`src/rtl/riscv_core_ahb_pkg.sv`:
```
// Shared AHB definitions for the L1 bus-matrix input stage: transfer and
// response encodings, local error-response FSM states and the address/control bundle.
package riscv_core_ahb_pkg;

  localparam logic [1:0] HTRANS_IDLE   = 2'b00;
  localparam logic [1:0] HTRANS_BUSY   = 2'b01;
  localparam logic [1:0] HTRANS_NONSEQ = 2'b10;
  localparam logic [1:0] HTRANS_SEQ    = 2'b11;

  localparam logic HRESP_OKAY  = 1'b0;
  localparam logic HRESP_ERROR = 1'b1;

  localparam int AHB_ADDR_W = 32;
  localparam int AHB_MST_W  = 4;

  typedef enum logic [1:0] {
    ERR_IDLE = 2'b00,
    ERR_ONE  = 2'b01,
    ERR_TWO  = 2'b10
  } err_state_t;

  typedef struct packed {
    logic                  sel;
    logic [AHB_ADDR_W-1:0] addr;
    logic [AHB_ADDR_W-1:0] auser;
    logic [1:0]            trans;
    logic                  write;
    logic [2:0]            size;
    logic [2:0]            burst;
    logic [3:0]            prot;
    logic [AHB_MST_W-1:0]  master;
    logic                  mastlock;
  } ahb_ctrl_t;

  // NONSEQ and SEQ both carry bit 1; IDLE and BUSY never request a slot
  function automatic logic is_active_trans(input logic [1:0] trans);
    return trans[1];
  endfunction

endpackage

```
`src/rtl/riscv_core_ahb_input_stage_if.sv`:
```
// Master-side AHB signals plus the output-stage facing request/response
// signals of one bus-matrix input stage.
interface riscv_core_ahb_input_stage_if #(
  parameter int ADDR_W = 32,
  parameter int MST_W  = 4
);
  logic              HSELS;
  logic [ADDR_W-1:0] HADDRS;
  logic [ADDR_W-1:0] HAUSERS;
  logic [1:0]        HTRANSS;
  logic              HWRITES;
  logic [2:0]        HSIZES;
  logic [2:0]        HBURSTS;
  logic [3:0]        HPROTS;
  logic [MST_W-1:0]  HMASTERS;
  logic              HMASTLOCKS;
  logic              HREADYS;
  logic              HREADYOUTS;
  logic              HRESPS;
  logic              sel_ip;
  logic [ADDR_W-1:0] addr_ip;
  logic [ADDR_W-1:0] auser_ip;
  logic [1:0]        trans_ip;
  logic              write_ip;
  logic [2:0]        size_ip;
  logic [2:0]        burst_ip;
  logic [3:0]        prot_ip;
  logic [MST_W-1:0]  master_ip;
  logic              mastlock_ip;
  logic              held_tran_ip;
  logic              active_ip;
  logic              readyout_ip;
  logic              resp_ip;
  logic              unmapped_ip;

  modport slave (
    input  HSELS, HADDRS, HAUSERS, HTRANSS, HWRITES, HSIZES, HBURSTS, HPROTS,
           HMASTERS, HMASTLOCKS, HREADYS, active_ip, readyout_ip, resp_ip, unmapped_ip,
    output HREADYOUTS, HRESPS, sel_ip, addr_ip, auser_ip, trans_ip, write_ip, size_ip,
           burst_ip, prot_ip, master_ip, mastlock_ip, held_tran_ip
  );

  modport master (
    output HSELS, HADDRS, HAUSERS, HTRANSS, HWRITES, HSIZES, HBURSTS, HPROTS,
           HMASTERS, HMASTLOCKS, HREADYS, active_ip, readyout_ip, resp_ip, unmapped_ip,
    input  HREADYOUTS, HRESPS, sel_ip, addr_ip, auser_ip, trans_ip, write_ip, size_ip,
           burst_ip, prot_ip, master_ip, mastlock_ip, held_tran_ip
  );

endinterface

```
`src/rtl/riscv_core_ahb_hold_reg.sv`:
```
// Capture register for one pending address phase and the held/live select
// that feeds the output stages.
module riscv_core_ahb_hold_reg
  import riscv_core_ahb_pkg::*;
#(
  parameter type ctrl_t = ahb_ctrl_t
) (
  input  logic  clk,
  input  logic  rst_n,
  input  logic  capture,
  input  logic  hold,
  input  ctrl_t live,
  output ctrl_t muxed
);

  ctrl_t held_r;

  // latch the address phase that could not be forwarded
  always_ff @(posedge clk or negedge rst_n) begin
    if (!rst_n) begin
      held_r <= '0;
    end else if (capture) begin
      held_r <= live;
    end else begin
      held_r <= held_r;
    end
  end

  // held copy wins while a transfer is pending
  always_comb begin
    muxed = live;
    if (hold) begin
      muxed = held_r;
    end else begin
      muxed = live;
    end
  end

endmodule

```
`src/rtl/riscv_core_ahb_input_stage.sv`:
```
// AHB bus-matrix input stage: holds a master's address phase until granted and
// drives wait states/responses back. Define RISCV_CORE_AHB_UNMAPPED_ERR_EN for local error responses.
module riscv_core_ahb_input_stage
  import riscv_core_ahb_pkg::*;
#(
  parameter int ADDR_W = 32,
  parameter int MST_W  = 4
) (
  input logic                         HCLK,
  input logic                         HRESETn,
  riscv_core_ahb_input_stage_if.slave bus
);

  typedef struct packed {
    logic              sel;
    logic [ADDR_W-1:0] addr;
    logic [ADDR_W-1:0] auser;
    logic [1:0]        trans;
    logic              write;
    logic [2:0]        size;
    logic [2:0]        burst;
    logic [3:0]        prot;
    logic [MST_W-1:0]  master;
    logic              mastlock;
  } ctrl_t;

  ctrl_t live_s;
  ctrl_t muxed_s;
  logic  trans_req_s;
  logic  unmapped_req_s;
  logic  fwd_req_s;
  logic  capture_s;
  logic  release_s;
  logic  accept_s;
  logic  err_busy_s;
  logic  err_ready_s;
  logic  hreadyout_s;
  logic  hresp_s;
  logic  reg_hold_r;
  logic  dphase_r;

  assign live_s = '{sel: bus.HSELS, addr: bus.HADDRS, auser: bus.HAUSERS, trans: bus.HTRANSS,
                    write: bus.HWRITES, size: bus.HSIZES, burst: bus.HBURSTS, prot: bus.HPROTS,
                    master: bus.HMASTERS, mastlock: bus.HMASTLOCKS};

  assign trans_req_s = bus.HSELS & is_active_trans(bus.HTRANSS) & bus.HREADYS;
  assign fwd_req_s   = trans_req_s & ~unmapped_req_s;
  assign capture_s   = fwd_req_s & ~bus.active_ip & ~reg_hold_r;
  assign release_s   = reg_hold_r & bus.active_ip & bus.readyout_ip;
  assign accept_s    = release_s | (fwd_req_s & bus.active_ip & ~reg_hold_r);

`ifdef RISCV_CORE_AHB_UNMAPPED_ERR_EN
  err_state_t err_state_r;

  assign unmapped_req_s = trans_req_s & bus.unmapped_ip;

  // two-cycle ERROR response for accesses that decode to no output stage
  always_ff @(posedge HCLK or negedge HRESETn) begin
    if (!HRESETn) begin
      err_state_r <= ERR_IDLE;
    end else begin
      case (err_state_r)
        ERR_IDLE: err_state_r <= unmapped_req_s ? ERR_ONE : ERR_IDLE;
        ERR_ONE:  err_state_r <= ERR_TWO;
        ERR_TWO:  err_state_r <= unmapped_req_s ? ERR_ONE : ERR_IDLE;
        default:  err_state_r <= ERR_IDLE;
      endcase
    end
  end

  assign err_busy_s  = (err_state_r != ERR_IDLE);
  assign err_ready_s = (err_state_r == ERR_TWO);
`else
  logic unused_s;

  assign unused_s       = bus.unmapped_ip;
  assign unmapped_req_s = 1'b0;
  assign err_busy_s     = 1'b0;
  assign err_ready_s    = 1'b0;
`endif

  // pending-hold flag and data-phase ownership
  always_ff @(posedge HCLK or negedge HRESETn) begin
    if (!HRESETn) begin
      reg_hold_r <= 1'b0;
      dphase_r   <= 1'b0;
    end else begin
      if (capture_s) begin
        reg_hold_r <= 1'b1;
      end else if (release_s) begin
        reg_hold_r <= 1'b0;
      end else begin
        reg_hold_r <= reg_hold_r;
      end
      if (accept_s) begin
        dphase_r <= 1'b1;
      end else if (hreadyout_s) begin
        dphase_r <= 1'b0;
      end else begin
        dphase_r <= dphase_r;
      end
    end
  end

  riscv_core_ahb_hold_reg #(
    .ctrl_t (ctrl_t)
  ) u_hold_reg (
    .clk     (HCLK),
    .rst_n   (HRESETn),
    .capture (capture_s),
    .hold    (reg_hold_r),
    .live    (live_s),
    .muxed   (muxed_s)
  );

  // response priority: local error, pending hold, granted data phase, idle
  always_comb begin
    hreadyout_s = 1'b1;
    hresp_s     = HRESP_OKAY;
    if (err_busy_s) begin
      hreadyout_s = err_ready_s;
      hresp_s     = HRESP_ERROR;
    end else if (reg_hold_r) begin
      hreadyout_s = 1'b0;
      hresp_s     = HRESP_OKAY;
    end else if (dphase_r) begin
      hreadyout_s = bus.readyout_ip;
      hresp_s     = bus.resp_ip;
    end else begin
      hreadyout_s = 1'b1;
      hresp_s     = HRESP_OKAY;
    end
  end

  assign bus.HREADYOUTS   = hreadyout_s;
  assign bus.HRESPS       = hresp_s;
  assign bus.sel_ip       = muxed_s.sel & ~(unmapped_req_s & ~reg_hold_r);
  assign bus.addr_ip      = muxed_s.addr;
  assign bus.auser_ip     = muxed_s.auser;
  assign bus.trans_ip     = muxed_s.trans;
  assign bus.write_ip     = muxed_s.write;
  assign bus.size_ip      = muxed_s.size;
  assign bus.burst_ip     = muxed_s.burst;
  assign bus.prot_ip      = muxed_s.prot;
  assign bus.master_ip    = muxed_s.master;
  assign bus.mastlock_ip  = muxed_s.mastlock;
  assign bus.held_tran_ip = reg_hold_r | (bus.HSELS & is_active_trans(bus.HTRANSS));

endmodule

```
`src/flat_wrapper.sv`:
```
// flat-port wrapper written by rule: the top's interface ports become plain ports
module riscv_core_ahb_input_stage_flat import riscv_core_ahb_pkg::*;
#(
  parameter int ADDR_W = 32,
  parameter int MST_W  = 4
)
  (HCLK, HRESETn, bus_HSELS, bus_HADDRS, bus_HAUSERS, bus_HTRANSS, bus_HWRITES, bus_HSIZES, bus_HBURSTS, bus_HPROTS, bus_HMASTERS, bus_HMASTLOCKS, bus_HREADYS, bus_active_ip, bus_readyout_ip, bus_resp_ip, bus_unmapped_ip, bus_HREADYOUTS, bus_HRESPS, bus_sel_ip, bus_addr_ip, bus_auser_ip, bus_trans_ip, bus_write_ip, bus_size_ip, bus_burst_ip, bus_prot_ip, bus_master_ip, bus_mastlock_ip, bus_held_tran_ip);
  riscv_core_ahb_input_stage_if #(.ADDR_W(ADDR_W), .MST_W(MST_W)) bus_i ();
  input logic HCLK;
  input logic HRESETn;
  input wire logic [$bits(bus_i.HSELS)-1:0] bus_HSELS;
  input wire logic [$bits(bus_i.HADDRS)-1:0] bus_HADDRS;
  input wire logic [$bits(bus_i.HAUSERS)-1:0] bus_HAUSERS;
  input wire logic [$bits(bus_i.HTRANSS)-1:0] bus_HTRANSS;
  input wire logic [$bits(bus_i.HWRITES)-1:0] bus_HWRITES;
  input wire logic [$bits(bus_i.HSIZES)-1:0] bus_HSIZES;
  input wire logic [$bits(bus_i.HBURSTS)-1:0] bus_HBURSTS;
  input wire logic [$bits(bus_i.HPROTS)-1:0] bus_HPROTS;
  input wire logic [$bits(bus_i.HMASTERS)-1:0] bus_HMASTERS;
  input wire logic [$bits(bus_i.HMASTLOCKS)-1:0] bus_HMASTLOCKS;
  input wire logic [$bits(bus_i.HREADYS)-1:0] bus_HREADYS;
  input wire logic [$bits(bus_i.active_ip)-1:0] bus_active_ip;
  input wire logic [$bits(bus_i.readyout_ip)-1:0] bus_readyout_ip;
  input wire logic [$bits(bus_i.resp_ip)-1:0] bus_resp_ip;
  input wire logic [$bits(bus_i.unmapped_ip)-1:0] bus_unmapped_ip;
  output wire logic [$bits(bus_i.HREADYOUTS)-1:0] bus_HREADYOUTS;
  output wire logic [$bits(bus_i.HRESPS)-1:0] bus_HRESPS;
  output wire logic [$bits(bus_i.sel_ip)-1:0] bus_sel_ip;
  output wire logic [$bits(bus_i.addr_ip)-1:0] bus_addr_ip;
  output wire logic [$bits(bus_i.auser_ip)-1:0] bus_auser_ip;
  output wire logic [$bits(bus_i.trans_ip)-1:0] bus_trans_ip;
  output wire logic [$bits(bus_i.write_ip)-1:0] bus_write_ip;
  output wire logic [$bits(bus_i.size_ip)-1:0] bus_size_ip;
  output wire logic [$bits(bus_i.burst_ip)-1:0] bus_burst_ip;
  output wire logic [$bits(bus_i.prot_ip)-1:0] bus_prot_ip;
  output wire logic [$bits(bus_i.master_ip)-1:0] bus_master_ip;
  output wire logic [$bits(bus_i.mastlock_ip)-1:0] bus_mastlock_ip;
  output wire logic [$bits(bus_i.held_tran_ip)-1:0] bus_held_tran_ip;
  assign bus_i.HSELS = bus_HSELS;
  assign bus_i.HADDRS = bus_HADDRS;
  assign bus_i.HAUSERS = bus_HAUSERS;
  assign bus_i.HTRANSS = bus_HTRANSS;
  assign bus_i.HWRITES = bus_HWRITES;
  assign bus_i.HSIZES = bus_HSIZES;
  assign bus_i.HBURSTS = bus_HBURSTS;
  assign bus_i.HPROTS = bus_HPROTS;
  assign bus_i.HMASTERS = bus_HMASTERS;
  assign bus_i.HMASTLOCKS = bus_HMASTLOCKS;
  assign bus_i.HREADYS = bus_HREADYS;
  assign bus_i.active_ip = bus_active_ip;
  assign bus_i.readyout_ip = bus_readyout_ip;
  assign bus_i.resp_ip = bus_resp_ip;
  assign bus_i.unmapped_ip = bus_unmapped_ip;
  assign bus_HREADYOUTS = bus_i.HREADYOUTS;
  assign bus_HRESPS = bus_i.HRESPS;
  assign bus_sel_ip = bus_i.sel_ip;
  assign bus_addr_ip = bus_i.addr_ip;
  assign bus_auser_ip = bus_i.auser_ip;
  assign bus_trans_ip = bus_i.trans_ip;
  assign bus_write_ip = bus_i.write_ip;
  assign bus_size_ip = bus_i.size_ip;
  assign bus_burst_ip = bus_i.burst_ip;
  assign bus_prot_ip = bus_i.prot_ip;
  assign bus_master_ip = bus_i.master_ip;
  assign bus_mastlock_ip = bus_i.mastlock_ip;
  assign bus_held_tran_ip = bus_i.held_tran_ip;
  riscv_core_ahb_input_stage #(.ADDR_W(ADDR_W), .MST_W(MST_W)) u_core (.HCLK(HCLK), .HRESETn(HRESETn), .bus(bus_i));
endmodule
```
`config.mk`:
```
export PLATFORM = sky130hd
export DESIGN_NAME = riscv_core_ahb_input_stage_flat
export DESIGN_NICKNAME = d
export VERILOG_FILES = /design/src/rtl/riscv_core_ahb_pkg.sv /design/src/rtl/riscv_core_ahb_input_stage_if.sv /design/src/rtl/riscv_core_ahb_hold_reg.sv /design/src/rtl/riscv_core_ahb_input_stage.sv /design/src/flat_wrapper.sv
export SDC_FILE = /design/constraint.sdc
export NUM_CORES = 1
export LEC_CHECK = 0
export CAP_MARGIN = 0
export CORE_AREA = 2 2 122 124
export CTS_BUF_LIST = sky130_fd_sc_hd__clkbuf_2 sky130_fd_sc_hd__clkbuf_4 sky130_fd_sc_hd__clkbuf_8
export DETAILED_ROUTE_END_ITERATION = 16
export DIE_AREA = 0 0 124 126
export PLACE_DENSITY = 0.71
export SLEW_MARGIN = 20
export SYNTH_ARGS = -nofsm -noshare
export SYNTH_HDL_FRONTEND = slang
export SYNTH_HIERARCHICAL = 1
export SYNTH_SLANG_ARGS = --single-unit
export TNS_END_PERCENT = 100
```
`constraint.sdc`:
```
create_clock -name HCLK -period 1.7 [get_ports HCLK]
set_input_delay 0.34 -clock HCLK [delete_from_list [all_inputs] [get_ports HCLK]]
set_output_delay 0.34 -clock HCLK [all_outputs]
set_load 0.005 [all_outputs]
```
---- Yosys cells after proc, flatten, opt, wreduce, memory -nomap -nowiden ----
Cells that the tools add are included.
word-level totals
  output and inout port bits .............. 86
  input port bits ......................... 90
  bits in latches ......................... 0
  memories kept ........................... 0
  memory bits (writable) .................. 0
  bits in read-only memories .............. 0
  register bits after elaboration ......... 85
cells by class
  order comparisons ....................... 0
  bitwise logic cells ..................... 12
  multiplexer cells ....................... 9
  shift-type cells ........................ 0
  add/subtract/negate cells ............... 0
  reductions and logical operators ........ 2
  multipliers ............................. 0
  div/mod/pow operators ................... 0
  equality and inequality tests ........... 0
operators with widths
  cell               count
  $mux 83            1
  $and 1x1->1        8
  $mux 1             8
  $reduce_bool 2->1  2
  $not 1->1          2
  $or 1x1->1         2

---- Logic depth before layout (Yosys ltp) ----
  word-level depth ........................ 6
  depth in mapped cells ................... 5

---- By module ----
Netlist, hierarchy kept.
by module, submodules not included
  module                      area each (µm²)  sequential area each (µm²)  cells each  instances
  riscv_core_ahb_hold_reg     4784.6           2077.0                      267         1
  riscv_core_ahb_input_stage  120.1            50.0                        14          1

---- Worst setup path before layout ----
OpenSTA, ideal clock, no wires.
  kind .................................... reg2reg
  from .................................... register u_core.reg_hold_r
  to ...................................... register u_core/u_hold_reg/held_r[10] in the netlist's numbering
  required time ........................... 1.575 ns
  setup slack ............................. 0.191 ns
  data arrival time ....................... 1.384 ns
  setup time .............................. 0.125 ns
  period minus slack after synthesis ...... 1.509 ns
  stages on the path, launching flop included .. 5
  cell sequence ........................... dfrtp_1 > nor3_1 > buf_6 > buf_12 > mux2_4
between the ends
  word-level cells in the longest chain between the ends .. 2
ends and longest elaborated chain
  what                        line                              source
  start, declared             riscv_core_ahb_input_stage.sv:39  logic reg_hold_r;
  start signal, assigned      riscv_core_ahb_input_stage.sv:93  reg_hold_r <= reg_hold_r;
  $not 1->1                   riscv_core_ahb_input_stage.sv:48  assign capture_s = fwd_req_s & ~bus.active_ip & ~reg_hold_r;
  $and 1x1->1                 riscv_core_ahb_input_stage.sv:48
  named net u_core.capture_s  riscv_core_ahb_input_stage.sv:32  logic capture_s;
  end signal, assigned        riscv_core_ahb_hold_reg.sv:23     held_r <= live;
  end signal, assigned        riscv_core_ahb_hold_reg.sv:25     held_r <= held_r;
  end, declared               riscv_core_ahb_hold_reg.sv:16     ctrl_t held_r;
The timed path passes the listed nets, and every way through them passes these cells.
A chain may end at the register's enable or synchronous reset.

---- Final worst setup path ----
  from .................................... register u_core.reg_hold_r
  to ...................................... output bus_auser_ip[18]
between the ends
  word-level cells in the longest chain between the ends .. 1
ends and longest elaborated chain
  what           line                           source
  $mux 83        riscv_core_ahb_hold_reg.sv:32  if (hold) begin
  end, declared  flat_wrapper.sv:30             output wire logic [$bits(bus_i.auser_ip)-1:0] bus_auser_ip;
Every way passes these cells.

==> out/metrics.yaml <==
timing:
  final.setup.tns_ns: -48.24
  final-max-slew-violation-count: 0
  finClkSkew_ns: 0.008753
  tightest_slew_ns: 0.4917
  period_share: 1.245
  clock.fmax_mhz: 472.4
  final_hold_viol_count: 11
  setup_violations: 169
  rsz0062_at_grt: "true"
  relSlewSlack: 0.6722
  finalCriticalPeriod_ns: 2.117
  worst_slack_ns: -0.4168
  whs_ns: -0.01892
clocking:
  holdBufCountCts: 0
  ctsHtreeMaxLevel: 3
  clk_latency_ns: 0.37
  cts_tree: "done"
  cts_buffers: 9
  clkSinkCount: 85
  clk_pin_slew_worst_paths_ns: 0.08
  cts-root-buf: "clkbuf_8"
  cts_buffer_depth: 2
floorplan:
  rows: 44
  initial_utilization: 0.3427
  die-height_um: 126
  fp.dieW_um: 124
  io_pins: 176
  core-area_um2: 14310
  dieArea_um2: 15620
synth:
  yosys.area_share.simple: 0.006378
  synth_fa_ha_area_frac: 0
  synth_xor_area_frac: 0
  netlist_instances: 281
  syn_area_um2: 4905
  ys_ff_latch: 85
  syn_area_per_cell_um2: 17.45
  synth_nets: 371
  yosysUniqueCellTypes: 16
  synth_mux_area_frac: 0.4883
  synth_top_family_by_area: "multiplexers"
  synth-compound-area-share: 0.007908
  ys_seq_area_frac: 0.4337
  ys_warn_count: 6
layout:
  postLayoutCoreUtil: 0.5542
  antenna_cells: 0
  areaGrowthSynthToFinish_pct: 61.73
  drive_gt1_frac: 0.6562
  nets: 659
routing:
  drtPass1Iterations: 4
  ant_nets: 0
  vias: 3377
  post_drt_wl_per_cell_um: 16.36
  drt-total-wl_um: 12390
  drtIter0Drc: 103
  drc: 0
  drt-vias-per-instance: 4.461
critical_path:
  crit_fanout: 6
  worst-setup-path-type: "reg2out"
  critPathSlowestCell: "dfrtp_4"
  cp.buffers_inverters: 4
  start_kind: "register"
  worst_ep_required_time_ns: 1.36
  crit_family: "buffers and inverters"
  cp_slowest_stage_delay_ns: 0.50
  timing.rr.start: "u_core/reg_hold_r"
  critPathLaunch: "u_core/reg_hold_r"
  cp-end-kind: "primary output"
  cp_cell_sequence: "buf_6, buf_12, buf_4, mux2_4, clkdlybuf4s15_1"
  arrival_ns: 1.78
grt:
  grt_remaining_overflow: 0
  grt_start_max_net_pins: 86
  grt_pass1_vias: 3518
  grt_usage: 0.1436
  antenna_found_initial: 0
  grt_pass1_wl_um: 17660
placement:
  post-place-ws_ns: -0.4390
  portBuffers: 174
  hpwl_um: 7854
  gp_congestion: 0.7236
flow_run:
  maxCapViolations: 0
power:
  ir_worst_vdd_mv: 0.4099
  p_leak_uw: 0.003799
  total_power_uw: 6780
  power_density_nw_per_um2: 854.6
status:
  violations: "hold timing, setup timing"
  status: "finished, violations left"
worst_hold_path:
  hold_path_class: "in2async"
## cells in the mapped netlist
master     n  area (um^2)
mux2_4   140         2102
dfrtp_1   85         2127
buf_12    14        280.3
buf_6      2        22.52
nand2_1    2        7.510
a21o_2     1        8.760
o21ai_0    1        5.000
buf_2      2        10.01
nor2b_1    1        6.260
nand3_1    1        5.000
a221o_1    1        10.01
nor3_1     1        5.000
a21bo_2    1        10.01
o21ai_1    1        5.000
nor2_1     2        7.510
mux2_2    26        292.8
## cells by family after synthesis
kind of cell | count (synthesis)
multiplexers | 166
AND/OR/NAND/NOR | 7
buffers and inverters | 18
AO/OA/AOI/OAI | 5
flip-flops | 85
## cell type report
type                            instances  area (um^2)
Sequential cell                        85         2131
Timing Repair Buffer                  295         2892
Fill cell                            1184         6381
Multi-Input combinational cell        178         2495
Clock inverter                          1        5.005
Clock buffer                           14        180.2
Tap cell                              184        230.2
## report_power, final
group / internal [uW] / switching [uW] / leakage, uW
Combinational: 1830 / 724 / 0.00268
Sequential: 2540 / 313 / 0.00102
Clock: 675 / 697 / 0.0000994
Total: 5050 / 1730 / 0.00380
## layout by cell type, fill, tap and decap left out, types with 2 or more instances in the layout
master / n
clkbuf_16: 9
buf_12: 15
buf_16: 3
clkbuf_4: 2
mux2_4: 142
dfrtp_1: 84
clkbuf_2: 54
clkdlybuf4s50_1: 87
nand2_1: 2
mux2_2: 24
clkbuf_8: 12
nor2_2: 2
buf_6: 26
clkdlybuf4s15_1: 12
buf_8: 4
dlymetal6s2s_1: 6
buf_4: 78
## repair_timing
action / CTS / global route
setup buffers: 2 / 29
resized for setup: 138 / 134
pin swaps: 0 / 0
endpoints found under the hold margin: 0 / 0
cloned: 2 / 11
endpoints found under the setup margin: 169 / 169
## path summary, 6_finish.rpt
kind	to	cells after the start	slack [ns]
min in group HCLK	u_core/u_hold_reg/held_r[14]	1	0.52
max in group asynchronous	u_core/reg_hold_r	2	1.27
setup / recovery	bus_auser_ip[18]	5	-0.42
setup reg to reg	u_core/u_hold_reg/held_r[55]	8	-0.30
hold reg to reg	u_core/u_hold_reg/held_r[14]	1	0.52
hold / removal	u_core/u_hold_reg/held_r[59]	2	-0.02
## routing by layer
layer	track usage	vias up	routed length (um)
met3	0.03487	11	800
met1	0.1833	1659	5405
li1	-	1595	-
met5	0	-	0
met4	0.05155	0	178
met2	0.2356	112	6003
## state kept, by name (all words and copies together), names as in the netlist
name / count
u_core/u_hold_reg/held_r: 83
u_core/dphase_r: 1
u_core/reg_hold_r: 1
## stage by stage
| stage | cell area [um^2] | std cells | hold slack (ns) |
|---|---|---|---|
| 6_report | 7933 | 757 | -0.01892 |
| 5_1_grt | 7933 | 757 | 0.03989 |
| 4_1_cts | 7555 | 717 | 0.01564 |
| 2_1_floorplan | 4905 | 281 | 0.04441 |
| 3_5_place_dp | 7248 | 698 | 0.4217 |
| 3_3_place_gp | 7248 | 698 | 0.4151 |
No activity file was read; power rests on OpenSTA's default activity.
